===== config.mk =====
export PLATFORM = sky130hd
export DESIGN_NAME = pc_sequencer_flat
export DESIGN_NICKNAME = d
export VERILOG_FILES = /design/src/rtl/pc_pkg.sv /design/src/rtl/pc_sequencer_if.sv /design/src/rtl/pc_return_stack.sv /design/src/rtl/pc_sequencer.sv /design/src/flat_wrapper.sv
export SDC_FILE = /design/constraint.sdc
export NUM_CORES = 1
export LEC_CHECK = 0
export CORE_AREA = 2 2 119 121
export DETAILED_ROUTE_END_ITERATION = 12
export DIE_AREA = 0 0 121 123
export GPL_ROUTABILITY_DRIVEN = 0
export PLACE_DENSITY = 0.7
export SYNTH_ARGS = -nofsm -noshare
export SYNTH_HDL_FRONTEND = slang
export SYNTH_HIERARCHICAL = 1
export SYNTH_SLANG_ARGS = --single-unit

===== constraint.sdc =====
create_clock -name clock -period 4.4 [get_ports clock]
set_input_delay 0.66 -clock clock [delete_from_list [all_inputs] [get_ports clock]]
set_output_delay 0.66 -clock clock [all_outputs]
set_load 0.02 [all_outputs]

===== src/rtl/pc_pkg.sv =====
// Shared types and defaults for the fetch-stage program-counter sequencer.
package pc_pkg;

  typedef enum logic [2:0] {
    SEL_SEQ    = 3'd0,
    SEL_BRANCH = 3'd1,
    SEL_JUMP   = 3'd2,
    SEL_CALL   = 3'd3,
    SEL_RET    = 3'd4,
    SEL_TRAP   = 3'd5
  } pc_sel_e;

  localparam int DEFAULT_INSTR_BYTES = 4;

endpackage


===== src/rtl/pc_sequencer_if.sv =====
// Control-unit side of the PC sequencer: redirect requests in, PC/counters/RAS status out.
// All signals are level-sampled on the rising clock edge; there is no valid/ready handshake.
interface pc_sequencer_if
  import pc_pkg::*;
#(
  parameter int PC_WIDTH  = 16,
  parameter int CNT_WIDTH = 16
) ();

  logic                 stall;
  logic                 branch_en;
  logic [PC_WIDTH-1:0]  branch_offset;
  logic                 jump_en;
  logic                 call_en;
  logic [PC_WIDTH-1:0]  jump_target;
  logic                 ret_en;
  logic                 trap_en;
  logic [PC_WIDTH-1:0]  prog_count;
  logic [CNT_WIDTH-1:0] clock_count;
  logic [CNT_WIDTH-1:0] retire_count;
  logic                 ras_empty;
  logic                 ras_full;
  logic                 ras_overflow;
  logic                 ras_underflow;
  pc_sel_e              sel_dbg;

  modport master (
    output stall, branch_en, branch_offset, jump_en, call_en, jump_target, ret_en, trap_en,
    input  prog_count, clock_count, retire_count, ras_empty, ras_full,
           ras_overflow, ras_underflow, sel_dbg
  );

  modport slave (
    input  stall, branch_en, branch_offset, jump_en, call_en, jump_target, ret_en, trap_en,
    output prog_count, clock_count, retire_count, ras_empty, ras_full,
           ras_overflow, ras_underflow, sel_dbg
  );

endinterface


===== src/rtl/pc_return_stack.sv =====
// Circular return-address stack: a push when full silently overwrites the oldest entry.
module pc_return_stack #(
  parameter int PC_WIDTH  = 16,
  parameter int RAS_DEPTH = 4
) (
  input  logic                clock,
  input  logic                reset_n,
  input  logic                push,
  input  logic                pop,
  input  logic [PC_WIDTH-1:0] push_data,
  output logic [PC_WIDTH-1:0] pop_data,
  output logic                empty,
  output logic                full,
  output logic                overflow,
  output logic                underflow
);

  localparam int PTR_W = $clog2(RAS_DEPTH);
  localparam int CNT_W = $clog2(RAS_DEPTH + 1);

  logic [PC_WIDTH-1:0] mem_q [RAS_DEPTH];
  logic [PTR_W-1:0]    ptr_q, ptr_d;
  logic [CNT_W-1:0]    count_q, count_d;
  logic [PTR_W-1:0]    top_idx;
  logic                do_pop, do_push;

  assign empty     = (count_q == '0);
  assign full      = (count_q == CNT_W'(RAS_DEPTH));
  assign do_pop    = pop && !empty;
  assign do_push   = push && !pop;
  assign overflow  = do_push && full;
  assign underflow = pop && empty;
  // ptr_q is the next free slot, so the top lives one below it (mod depth).
  assign top_idx   = ptr_q - PTR_W'(1);
  assign pop_data  = mem_q[top_idx];

  always_comb begin
    ptr_d   = ptr_q;
    count_d = count_q;
    if (do_pop) begin
      ptr_d   = top_idx;
      count_d = count_q - CNT_W'(1);
    end else if (do_push) begin
      ptr_d = ptr_q + PTR_W'(1);
      if (!full) count_d = count_q + CNT_W'(1);
    end
  end

  always_ff @(posedge clock or negedge reset_n) begin
    if (!reset_n) begin
      ptr_q   <= '0;
      count_q <= '0;
    end else begin
      ptr_q   <= ptr_d;
      count_q <= count_d;
    end
  end

  always_ff @(posedge clock) begin
    if (do_push) mem_q[ptr_q] <= push_data;
  end

endmodule


===== src/rtl/pc_sequencer.sv =====
// Fetch-stage PC unit: prioritised next-PC select, return-address stack, cycle/retire counters.
module pc_sequencer
  import pc_pkg::*;
#(
  parameter int                     PC_WIDTH    = 16,
  parameter int                     CNT_WIDTH   = 16,
  parameter int                     INSTR_BYTES = DEFAULT_INSTR_BYTES,
  parameter int                     RAS_DEPTH   = 4,
  parameter logic [PC_WIDTH-1:0]    RESET_PC    = '0,
  parameter logic [PC_WIDTH-1:0]    TRAP_VECTOR = PC_WIDTH'('h0100)
) (
  input  logic        clock,
  input  logic        reset_n,
  pc_sequencer_if.slave bus
);

  logic [PC_WIDTH-1:0]  pc_q, pc_d;
  logic [CNT_WIDTH-1:0] clk_cnt_q, clk_cnt_d;
  logic [CNT_WIDTH-1:0] ret_cnt_q, ret_cnt_d;
  logic                 ovf_q, ovf_d;
  logic                 unf_q, unf_d;

  pc_sel_e              sel;
  logic                 advance;
  logic                 ras_push, ras_pop;
  logic [PC_WIDTH-1:0]  pc_seq, pc_target;
  logic [PC_WIDTH-1:0]  ras_data;
  logic                 ras_empty, ras_full, ras_ovf_pulse, ras_unf_pulse;

  assign pc_seq  = pc_q + PC_WIDTH'(INSTR_BYTES);
  // A trap overrides stall; otherwise a stall freezes PC, RAS and retire count.
  assign advance = bus.trap_en || !bus.stall;

  pc_return_stack #(
    .PC_WIDTH  (PC_WIDTH),
    .RAS_DEPTH (RAS_DEPTH)
  ) u_ras (
    .clock     (clock),
    .reset_n   (reset_n),
    .push      (ras_push),
    .pop       (ras_pop),
    .push_data (pc_seq),
    .pop_data  (ras_data),
    .empty     (ras_empty),
    .full      (ras_full),
    .overflow  (ras_ovf_pulse),
    .underflow (ras_unf_pulse)
  );

  // State register.
  always_ff @(posedge clock or negedge reset_n) begin
    if (!reset_n) begin
      pc_q      <= RESET_PC;
      clk_cnt_q <= '0;
      ret_cnt_q <= '0;
      ovf_q     <= 1'b0;
      unf_q     <= 1'b0;
    end else begin
      pc_q      <= pc_d;
      clk_cnt_q <= clk_cnt_d;
      ret_cnt_q <= ret_cnt_d;
      ovf_q     <= ovf_d;
      unf_q     <= unf_d;
    end
  end

  // Next-state: redirect selection and target.
  always_comb begin
    sel = SEL_SEQ;
    if      (bus.trap_en)   sel = SEL_TRAP;
    else if (bus.ret_en)    sel = SEL_RET;
    else if (bus.call_en)   sel = SEL_CALL;
    else if (bus.jump_en)   sel = SEL_JUMP;
    else if (bus.branch_en) sel = SEL_BRANCH;

    pc_target = pc_seq;
    case (sel)
      SEL_TRAP:             pc_target = TRAP_VECTOR;
      SEL_RET:              pc_target = ras_empty ? TRAP_VECTOR : ras_data;
      SEL_CALL, SEL_JUMP:   pc_target = bus.jump_target;
      SEL_BRANCH:           pc_target = pc_seq + bus.branch_offset;
      default:              pc_target = pc_seq;
    endcase

    ras_push  = advance && (sel == SEL_CALL);
    ras_pop   = advance && (sel == SEL_RET);
    pc_d      = advance ? pc_target : pc_q;
    clk_cnt_d = clk_cnt_q + CNT_WIDTH'(1);
    ret_cnt_d = advance ? ret_cnt_q + CNT_WIDTH'(1) : ret_cnt_q;
    ovf_d     = ovf_q || ras_ovf_pulse;
    unf_d     = unf_q || ras_unf_pulse;
  end

  // Outputs.
  always_comb begin
    bus.prog_count    = pc_q;
    bus.clock_count   = clk_cnt_q;
    bus.retire_count  = ret_cnt_q;
    bus.ras_empty     = ras_empty;
    bus.ras_full      = ras_full;
    bus.ras_overflow  = ovf_q;
    bus.ras_underflow = unf_q;
    bus.sel_dbg       = sel;
  end

endmodule

===== src/flat_wrapper.sv =====
// flat-port wrapper written by rule: the top's interface ports become plain ports
module pc_sequencer_flat import pc_pkg::*;
#(
  parameter int                     PC_WIDTH    = 16,
  parameter int                     CNT_WIDTH   = 16,
  parameter int                     INSTR_BYTES = DEFAULT_INSTR_BYTES,
  parameter int                     RAS_DEPTH   = 4,
  parameter logic [PC_WIDTH-1:0]    RESET_PC    = '0,
  parameter logic [PC_WIDTH-1:0]    TRAP_VECTOR = PC_WIDTH'('h0100)
)
  (clock, reset_n, bus_stall, bus_branch_en, bus_branch_offset, bus_jump_en, bus_call_en, bus_jump_target, bus_ret_en, bus_trap_en, bus_prog_count, bus_clock_count, bus_retire_count, bus_ras_empty, bus_ras_full, bus_ras_overflow, bus_ras_underflow, bus_sel_dbg);
  pc_sequencer_if #(.PC_WIDTH(PC_WIDTH), .CNT_WIDTH(CNT_WIDTH)) bus_i ();
  input  logic clock;
  input  logic reset_n;
  input wire logic [$bits(bus_i.stall)-1:0] bus_stall;
  input wire logic [$bits(bus_i.branch_en)-1:0] bus_branch_en;
  input wire logic [$bits(bus_i.branch_offset)-1:0] bus_branch_offset;
  input wire logic [$bits(bus_i.jump_en)-1:0] bus_jump_en;
  input wire logic [$bits(bus_i.call_en)-1:0] bus_call_en;
  input wire logic [$bits(bus_i.jump_target)-1:0] bus_jump_target;
  input wire logic [$bits(bus_i.ret_en)-1:0] bus_ret_en;
  input wire logic [$bits(bus_i.trap_en)-1:0] bus_trap_en;
  output wire logic [$bits(bus_i.prog_count)-1:0] bus_prog_count;
  output wire logic [$bits(bus_i.clock_count)-1:0] bus_clock_count;
  output wire logic [$bits(bus_i.retire_count)-1:0] bus_retire_count;
  output wire logic [$bits(bus_i.ras_empty)-1:0] bus_ras_empty;
  output wire logic [$bits(bus_i.ras_full)-1:0] bus_ras_full;
  output wire logic [$bits(bus_i.ras_overflow)-1:0] bus_ras_overflow;
  output wire logic [$bits(bus_i.ras_underflow)-1:0] bus_ras_underflow;
  output wire logic [$bits(bus_i.sel_dbg)-1:0] bus_sel_dbg;
  assign bus_i.stall = bus_stall;
  assign bus_i.branch_en = bus_branch_en;
  assign bus_i.branch_offset = bus_branch_offset;
  assign bus_i.jump_en = bus_jump_en;
  assign bus_i.call_en = bus_call_en;
  assign bus_i.jump_target = bus_jump_target;
  assign bus_i.ret_en = bus_ret_en;
  assign bus_i.trap_en = bus_trap_en;
  assign bus_prog_count = bus_i.prog_count;
  assign bus_clock_count = bus_i.clock_count;
  assign bus_retire_count = bus_i.retire_count;
  assign bus_ras_empty = bus_i.ras_empty;
  assign bus_ras_full = bus_i.ras_full;
  assign bus_ras_overflow = bus_i.ras_overflow;
  assign bus_ras_underflow = bus_i.ras_underflow;
  assign bus_sel_dbg = bus_i.sel_dbg;
  pc_sequencer #(.PC_WIDTH(PC_WIDTH), .CNT_WIDTH(CNT_WIDTH), .INSTR_BYTES(INSTR_BYTES), .RAS_DEPTH(RAS_DEPTH), .RESET_PC(RESET_PC), .TRAP_VECTOR(TRAP_VECTOR)) u_core (.clock(clock), .reset_n(reset_n), .bus(bus_i));
endmodule

* Word-level counts from Yosys, hierarchy flattened
Memory sizes are Yosys's and may differ from the RTL's.
Index checks and enable logic that the tools add are counted.
** Word-level totals
- Bits in read-only memories :: 0
- Bits of input ports :: 40
- Memories :: 1
- Bits in writable memories :: 64
- Bits in latches :: 0
- Bits in registers :: 55
- Output and inout bits :: 55
- Word-level logic and storage cells :: 53
** Cells by class
- Magnitude comparators :: 0
- Eq/ne operators :: 7
- Bitwise logic cells :: 0
- Div/mod/pow operators :: 0
- $mul :: 0
- Reductions and logical operators :: 16
- Shifts and indexed selects :: 0
- Add/subtract/negate cells :: 8
- Muxes and demuxes :: 14
** Memory list
- u_core.u_ras.mem_q :: depth 4, bits a word 16, rd ports 1, clocked after Yosys merged registers in 0, wr ports 1, RTL line pc_return_stack.sv:21 : logic [PC_WIDTH-1:0] mem_q [RAS_DEPTH];
** Operators with widths (number)
- $pmux W16 S4 :: 1
- $add A16 B1 Y16 const B :: 2
- $mux W3 :: 7
- $add A16 B16 Y16 :: 1
- $add A16 B3 Y16 const B :: 1
- $mux W16 :: 1
- $eq A3 B3 Y1 const B :: 3
- $eq A3 B2 Y1 const B :: 2
- $logic_and A1 B1 Y1 :: 6
- $mux W2 :: 2
- $add A3 B1 Y3 const B :: 1
- $eq A3 B1 Y1 const B :: 1
- $logic_not A1 Y1 :: 3
- $logic_not A3 Y1 :: 1
- $logic_or A1 B1 Y1 :: 3
- $mux W1 :: 3
- $sub A3 B1 Y3 const B :: 1
- $add A2 B1 Y2 const B :: 1
- $ne A2 B1 Y1 const B :: 1
- $reduce_and A2 Y1 :: 1
- $reduce_bool A2 Y1 :: 1
- $reduce_or A2 Y1 :: 1
- $sub A2 B1 Y2 const B :: 1

* Logic depth before layout (Yosys ltp)
- Depth in word-level cells :: 11
- Mapped depth :: 12
- Mapped depth without buffers :: 12

* By module
The synthesis kept the hierarchy.
** Modules (own cells, without submodules)
- pc_sequencer :: times used 1, cells each 381, area each 3455.8 um^2, seq. area each 1251.2 um^2
- pc_return_stack :: times used 1, cells each 132, area each 2780.2 um^2, seq. area each 2047.0 um^2

* Worst setup path before layout
Ideal clock, no wire load.
- Path type :: register to register
- Start point :: register u_core.pc_q[2] (netlist: u_core/bus.prog_count[2])
- End point :: register u_core.pc_q[15] (netlist: u_core/bus.prog_count[15])
- Stages on the path, launching flop included :: 13
- Path slack :: 1.489 ns
- Buffers on the path :: 0
- Data arrival time :: 2.767 ns
- Library setup time :: 0.143 ns
- Cell sequence :: dfrtp_1 > ha_1 > nand3_1 > nor2_1 > and3_1 > xor2_1 > ha_1 > a21oi_1 > o21a_1 > nor2_1 > nor3_1 > xnor2_1 > o221ai_1
** Between the ends
- Longest elaborated chain between the ends :: 3
** RTL lines
- from (decl) :: RTL line pc_sequencer.sv:17 : logic [PC_WIDTH-1:0] pc_q, pc_d;
- from (signal assigned) :: RTL line pc_sequencer.sv:59 : pc_q <= pc_d;
- $add A16 B3 Y16 :: RTL line pc_sequencer.sv:30 : assign pc_seq = pc_q + PC_WIDTH'(INSTR_BYTES);
- named net u_core.pc_seq[10] :: RTL line pc_sequencer.sv:26 : logic [PC_WIDTH-1:0] pc_seq, pc_target;
- $add A16 B16 Y16 :: RTL line pc_sequencer.sv:81 : SEL_BRANCH: pc_target = pc_seq + bus.branch_offset;
- $pmux W16 S4 :: RTL line pc_sequencer.sv:77 : case (sel)
The timed path passes the listed nets, and every way through them passes these cells.
A chain may end at the register's enable or synchronous reset.

* Final worst setup path
Ends and elaborated chain as after synthesis.

==> results.md <==
Global route:
- The all-layer global routing usage is 0.2278.
- The global-route wire length before repair is 25,100 µm.
- The largest net degree at the start of global routing is 56.
- The residual overflow from global routing is 0.
- The number of antenna violations at the first check in global routing was 0.
- The number of global-route vias before repair is 4,646.

Timing:
- The number of max-slew violations in the final report is 0.
- The final total negative setup slack is 0 ps.
- Setup repair after global routing left no endpoint under its margin.
- The worst clock skew on the final layout is 10.47 ps.
- Dividing the final minimum period by the clock period gives 0.8089.
- The setup violation total in the final timing report is 0.
- The worst path needs 3559 ps of the cycle, external delays included.
- The count of final hold-check violations came to 0.
- The max-slew headroom at the worst pin is 0.4847.
- For the pin with the worst max-slew slack, the measured transition is 773.0 ps.
- Final hold analysis gives a worst-case slack of 413.8 ps.
- For this run, the top clock speed supported by timing is 281.0 MHz.

Power and ir drop:
- The maximum vdd ir drop is 0.2787 mV.
- The total power after layout is 4489 µW.
- In this run the power density over the cells is 562.6 mW/mm².
- The reported leakage power is 0.003187 µW.

Routing:
- Once detail routing completed, the nets flagged for antenna violations numbered 0.
- The violation count after the first detailed-route iteration is 532.
- The routed wire length is 16,290 µm.
- After detailed routing, the average wire length per cell comes to 20.19 µm.
- The first-pass iteration count of the detailed router is 5.
- For this run, design rule violations remaining after detail routing come to 0.
- The count of vias placed by the detailed router is 4,661.
- After detailed routing, the number of vias per cell comes to 5.776.

Floorplan:
- The number of rows created at floorplan is 43.
- The die span in x is 121 µm.
- The die outline height is 123 µm.
- The effective utilization at floorplan is 0.4581.
- The die covers 0.01488 mm².
- The boundary pin count is 95.
- The region available for standard cell placement spans 0.01361 mm².

Final layout:
- For this run, the number of standard cells in the final layout without fillers is 807.
- Of the cells placed in the final design, the portion with a size suffix greater than 1 is 0.1005.
- The share of the core filled with cells is 0.5861.
- The number of antenna repair diodes is 0.
- The top cell types in the final layout, fill and taps aside, are clkdlybuf4s50_1 (93), edfxtp_1 (64), dfrtp_1 (55), nand2_1 (50), xnor2_1 (36).
- The area growth from synthesis to layout is 27.93%.
- The most common cell after layout, fill and taps aside is clkdlybuf4s50_1.
- The final layout contains 680 nets.

Clock tree:
- The number of clock buffers added by TritonCTS is 17.
- In this run the number of H-tree levels came out at 4.
- The maximum root-to-sink buffer count is 2.
- Buffers added to address setup during post-CTS repair amount to 0.
- The insertion delay of the later-clocked pin in the worst-skew pair is 410 ps.
- Clock tree synthesis selected as its root buffer the cell clkbuf_16.
- The post-CTS resize count is 0.
- The number of sinks driven by the clock tree is 119.
- TritonCTS built the clock tree.
- After clock tree synthesis, the clock-pin slew on the worst setup and hold paths is 60 ps.
- Hold repair after CTS inserted 0 buffers.

Synthesis:
- The number of flops mapped to enable cells by yosys is 64.
- Yosys printed 6 warnings.
- Of the post-synthesis cell area, the dominant cell type holds 0.3082.
- The number of instances in the synthesized netlist is 513.
- The post-synthesis sequential area ratio is 0.5289.
- Synthesis instantiated 65 different standard cells from the library.
- In the post-synthesis netlist, the biggest area contributors are edfxtp_1 (31%), dfrtp_1 (22%), xnor2_1 (5.1%), ha_1 (5.0%), mux4_2 (3.3%).
- Counting flops and latches in the post-synthesis netlist gives 119.
- Summing every instance area after synthesis gives 0.006236 mm².
- The flip-flop cell with the highest count after synthesis is edfxtp_1.
- The number of nets handed over by synthesis was 579.
- A synthesized cell averages 12.16 µm².
- edfxtp_1 takes more of the synthesized area than any other cell.
- The proportion of synthesized flip-flops having asynchronous set or reset is 0.4622.

Flow run:
- The count of maximum capacitance violations is 0.

Critical path:
- The signal on the critical path passes through ha_1, nand3_1, nor3_1, nand2_1, xnor2_1, ha_1, nand4_1, a2111oi_0, nor3_1, xnor2_1, o221ai_1.
- The type of the setup path with the least slack is register to register.
- STA classifies the critical path startpoint as a register.
- Tracing the worst setup path back leads to its startpoint at u_core/bus.prog_count[2].
- For the worst setup path, the data arrival time is 3840 ps.
- The maximum fanout encountered on the critical timing path is 8.
- The largest stage delay on the critical path is 590 ps.
- The largest individual stage delay along the critical path comes from the cell xnor2_1.
- The critical path endpoint category is a register.
- The required time at the worst-slack endpoint is 4680 ps.
- The worst register-to-register path begins at u_core/bus.prog_count[2].

Placed design:
- The total of buffers placed on input and output ports is 94.
- Including well taps, the total number of placed cells is 775.
- The detailed-placement wirelength estimate is 11,220 µm.

Outcome:
- The flow ran to the end, and the final reports show no timing, DRC or antenna violations.

Hold path:
- The path class of the lowest-slack min-delay path is primary input to asynchronous set/reset pin.
==> stage by stage <==
step / instance area [µm²] / setup slack [ps]
floorplan: 6236 / 1489
global placement: 7343 / 1105
detailed placement: 7343 / 1014
CTS: 7978 / 988.9
global route: 7978 / 676.0
finish: 7978 / 840.9
==> path summary, 6_finish.rpt <==
path | to | slack, ps | depth (start not counted)
max | u_core/bus.prog_count[15] | 840 | 11
min | u_core/bus.clock_count[15] | 410 | 2
max reg2reg | u_core/bus.prog_count[15] | 840 | 11
min reg2reg | u_core/bus.ras_overflow | 460 | 1
max in group asynchronous | u_core/bus.prog_count[0] | 3470 | 2
min in group clock | u_core/bus.ras_overflow | 460 | 1
==> report_power, final <==
part           switching [µW]  total (µW)  internal, µW
registers                 164        1510          1340
clock network             493        1490           994
logic                     818        1500           677
==> synthesized netlist by cell type (all sizes together) (5+ instances only) <==
cell    number
dfrtp       55
edfxtp      64
inv         10
ha          25
nand3       17
nor2        25
o21ai       19
xnor2       36
a31oi        6
nor3         7
nand2       50
a222oi       5
a21oi       27
and2        10
nand4        9
and3        12
mux4        16
a21o         9
xor2        19
o21a         6
clkbuf      10
buf         13
==> kinds of logic after synthesis <==
logic type | count (synthesis) | synth area share
and+or+nand+nor | 151 | 0.1254
DFF | 119 | 0.5289
AOI/OAI and AO/OA | 111 | 0.1208
xor gates and xnor gates | 55 | 0.07845
buffers and inverters | 33 | 0.02789
adders and majority gates | 26 | 0.05337
muxes | 18 | 0.06521
==> flip-flops by register name, indices dropped and copies added (netlist names) <==
register	cells
u_core/bus.ras_underflow	1
u_core/bus.clock_count	16
u_core/u_ras/ptr_q	2
u_core/bus.ras_overflow	1
u_core/bus.prog_count	16
u_core/u_ras/mem_q	64
u_core/bus.retire_count	16
u_core/u_ras/count_q	3
==> area by class of cell <==
cell class,count,area (µm²)
Fill cell,1111,5634
Multi-Input combinational cell,361,2764
Clock inverter,15,209.0
Timing Repair Buffer,105,1018
Inverter,10,37.54
Clock buffer,17,425.4
Sequential cell,119,3298
Tap cell,180,225.2
==> routing by layer <==
layer | track usage | wire length, µm | up-vias
li1 | - | - | 2139
met3 | 0.05304 | 926 | 24
met1 | 0.2977 | 7071 | 2327
met4 | 0.1054 | 358 | 0
met5 | 0 | 0 | -
met2 | 0.3624 | 7935 | 171
==> worst max-delay path, delay by kind of cell (launching register included) <==
family,cells,cell delay [ps]
AOI/OAI and AO/OA,2,520
xor gates and xnor gates,2,760
adders and majority gates,2,660
DFF,1,510
and+or+nand+nor,5,980
No activity file was read; power rests on OpenSTA's default activity.
==> RTL edit: new RTL, config.mk and constraints unchanged <==
Make the reset (`reset_n`) synchronous in 2 clocked blocks.
--- a/src/rtl/pc_return_stack.sv
+++ b/src/rtl/pc_return_stack.sv
@@ -46,7 +46,7 @@
     end
   end
 
-  always_ff @(posedge clock or negedge reset_n) begin
+  always_ff @(posedge clock) begin
     if (!reset_n) begin
       ptr_q   <= '0;
       count_q <= '0;
--- a/src/rtl/pc_sequencer.sv
+++ b/src/rtl/pc_sequencer.sv
@@ -48,7 +48,7 @@
   );
 
   // State register.
-  always_ff @(posedge clock or negedge reset_n) begin
+  always_ff @(posedge clock) begin
     if (!reset_n) begin
       pc_q      <= RESET_PC;
       clk_cnt_q <= '0;
Behaviour: differs if reset_n is asserted again (counterexample within 4 cycles, from zero or initial values and one cycle with reset_n low); with reset_n held inactive, the same outputs for 10 cycles.
==> RTL edit against the original RTL <==
  * Final area shrank 2.2%
  * Clock skew grew 1.3 ps
  * Wire length shrank 6.3%
  * Synthesized area shrank 1.5%
  * Hold slack gained 62 ps
  * Setup slack gained 230 ps
  * Sequential cell count is the same
Power is not compared: it rests on default switching activity, and its combinational part moved more than twofold at a synthesized area within 25%.
==> RTL edit: results (changes against the original RTL) <==
metric	value	unit	change
status	completed		
vias_per_cell	5.70		-1.4%
async_flop_share	0	%	-46 points
holdCritPathClass	flip-flop to flip-flop		
synthDistinctLibCells	67		+3.1%
synthAdderAreaFrac	5.62	%	+0.29 points
vias	4774		+2.4%
drt_iter0_drc	584		+9.8%
ys.warnings.count	6		unchanged
grt_pass1_wl	23600	um	-5.9%
layout.nets	712		+4.7%
worst_pin_slew	894	ps	+121 ps
wl_per_cell	18.2	um	-9.7%
synth-xor-area-share	7.54	%	-0.31 points
ys_seq_area_share	49.2	%	-3.7 points
slowest_delay	550	ps	-40 ps
netlist_top_cells_area	edfxtp_1 (31%), dfxtp_1 (18%), ha_1 (5.3%)		
place_area	7210	um^2	-1.8%
worst-path-max-fanout	7		-1
placed_cells	806		+4.0%
fin_skew	11.7	ps	+1.26 ps
netlist_top_cells_count	edfxtp_1 (64), nor2_1 (63), dfxtp_1 (55), nand2_1 (39), o21ai_0 (30)		
synth_mux_area_share	6.34	%	-0.19 points
grt_max_degree	41		-27%
syn_avg_cell_area	11.2	um^2	-8.0%
## RTL edit: cell count changes after synthesis, sizes merged, moves of 9 or more
cell,delta
dfrtp,-55
dfxtp,+55
xnor2,-9
nand2,-11
nor2,+39
o21ai,+12
## RTL edit: power groups by stage
stage	Combinational [uW]	Clock, uW	Sequential (uW)
after floorplan	285	0	1270
after global placement	442	0	1260
after detailed placement	449	0	1260
after CTS	453	1370	1240
after global routing	492	1410	1240
final	456	1350	1240
## RTL edit: cell families (layout without fill, tap and decap cells)
| logic type | count (synthesis) | in the layout |
|---|---|---|
| mux | 17 | 17 |
| simple gates | 179 | 179 |
| xor+xnor | 52 | 52 |
| compound gates | 117 | 117 |
| buf+inv | 38 | 147 |
| fa+ha+maj | 27 | 27 |
| flops | 119 | 119 |
## RTL edit: layer usage
metal,GRT usage (%),wire length [um],up-vias
met3,6.23,1210,18
met2,33.9,7220,215
met5,0,0,-
met1,27.1,6650,2290
met4,6.90,189,0
li1,-,-,2251
## RTL edit: critical path: cells and delay by family (launching register included)
kind	cells	cell delay [ps]
compound gates	5	1040
simple gates	2	350
fa+ha+maj	2	660
xor+xnor	2	700
flops	1	430
## RTL edit: area by class of cell
type	instances	area, um^2
clock buffer	22	500
clock inverter	10	88.8
fill	1116	5810
inverter	15	56.3
multi-input combinational	392	2920
sequential	119	3020
tap	180	225
timing repair buffer	100	986
## RTL edit: worst paths after layout
path | from | to | slack [ps] | cells after the start
worst max-delay path | u_core/bus.prog_count[2] | u_core/bus.prog_count[15] | 1070 | 11
worst min-delay path | u_core/bus.clock_count[0] | u_core/bus.clock_count[0] | 480 | 1
worst max register to register | u_core/bus.prog_count[2] | u_core/bus.prog_count[15] | 1070 | 11
worst min register to register | u_core/bus.clock_count[0] | u_core/bus.clock_count[0] | 480 | 1
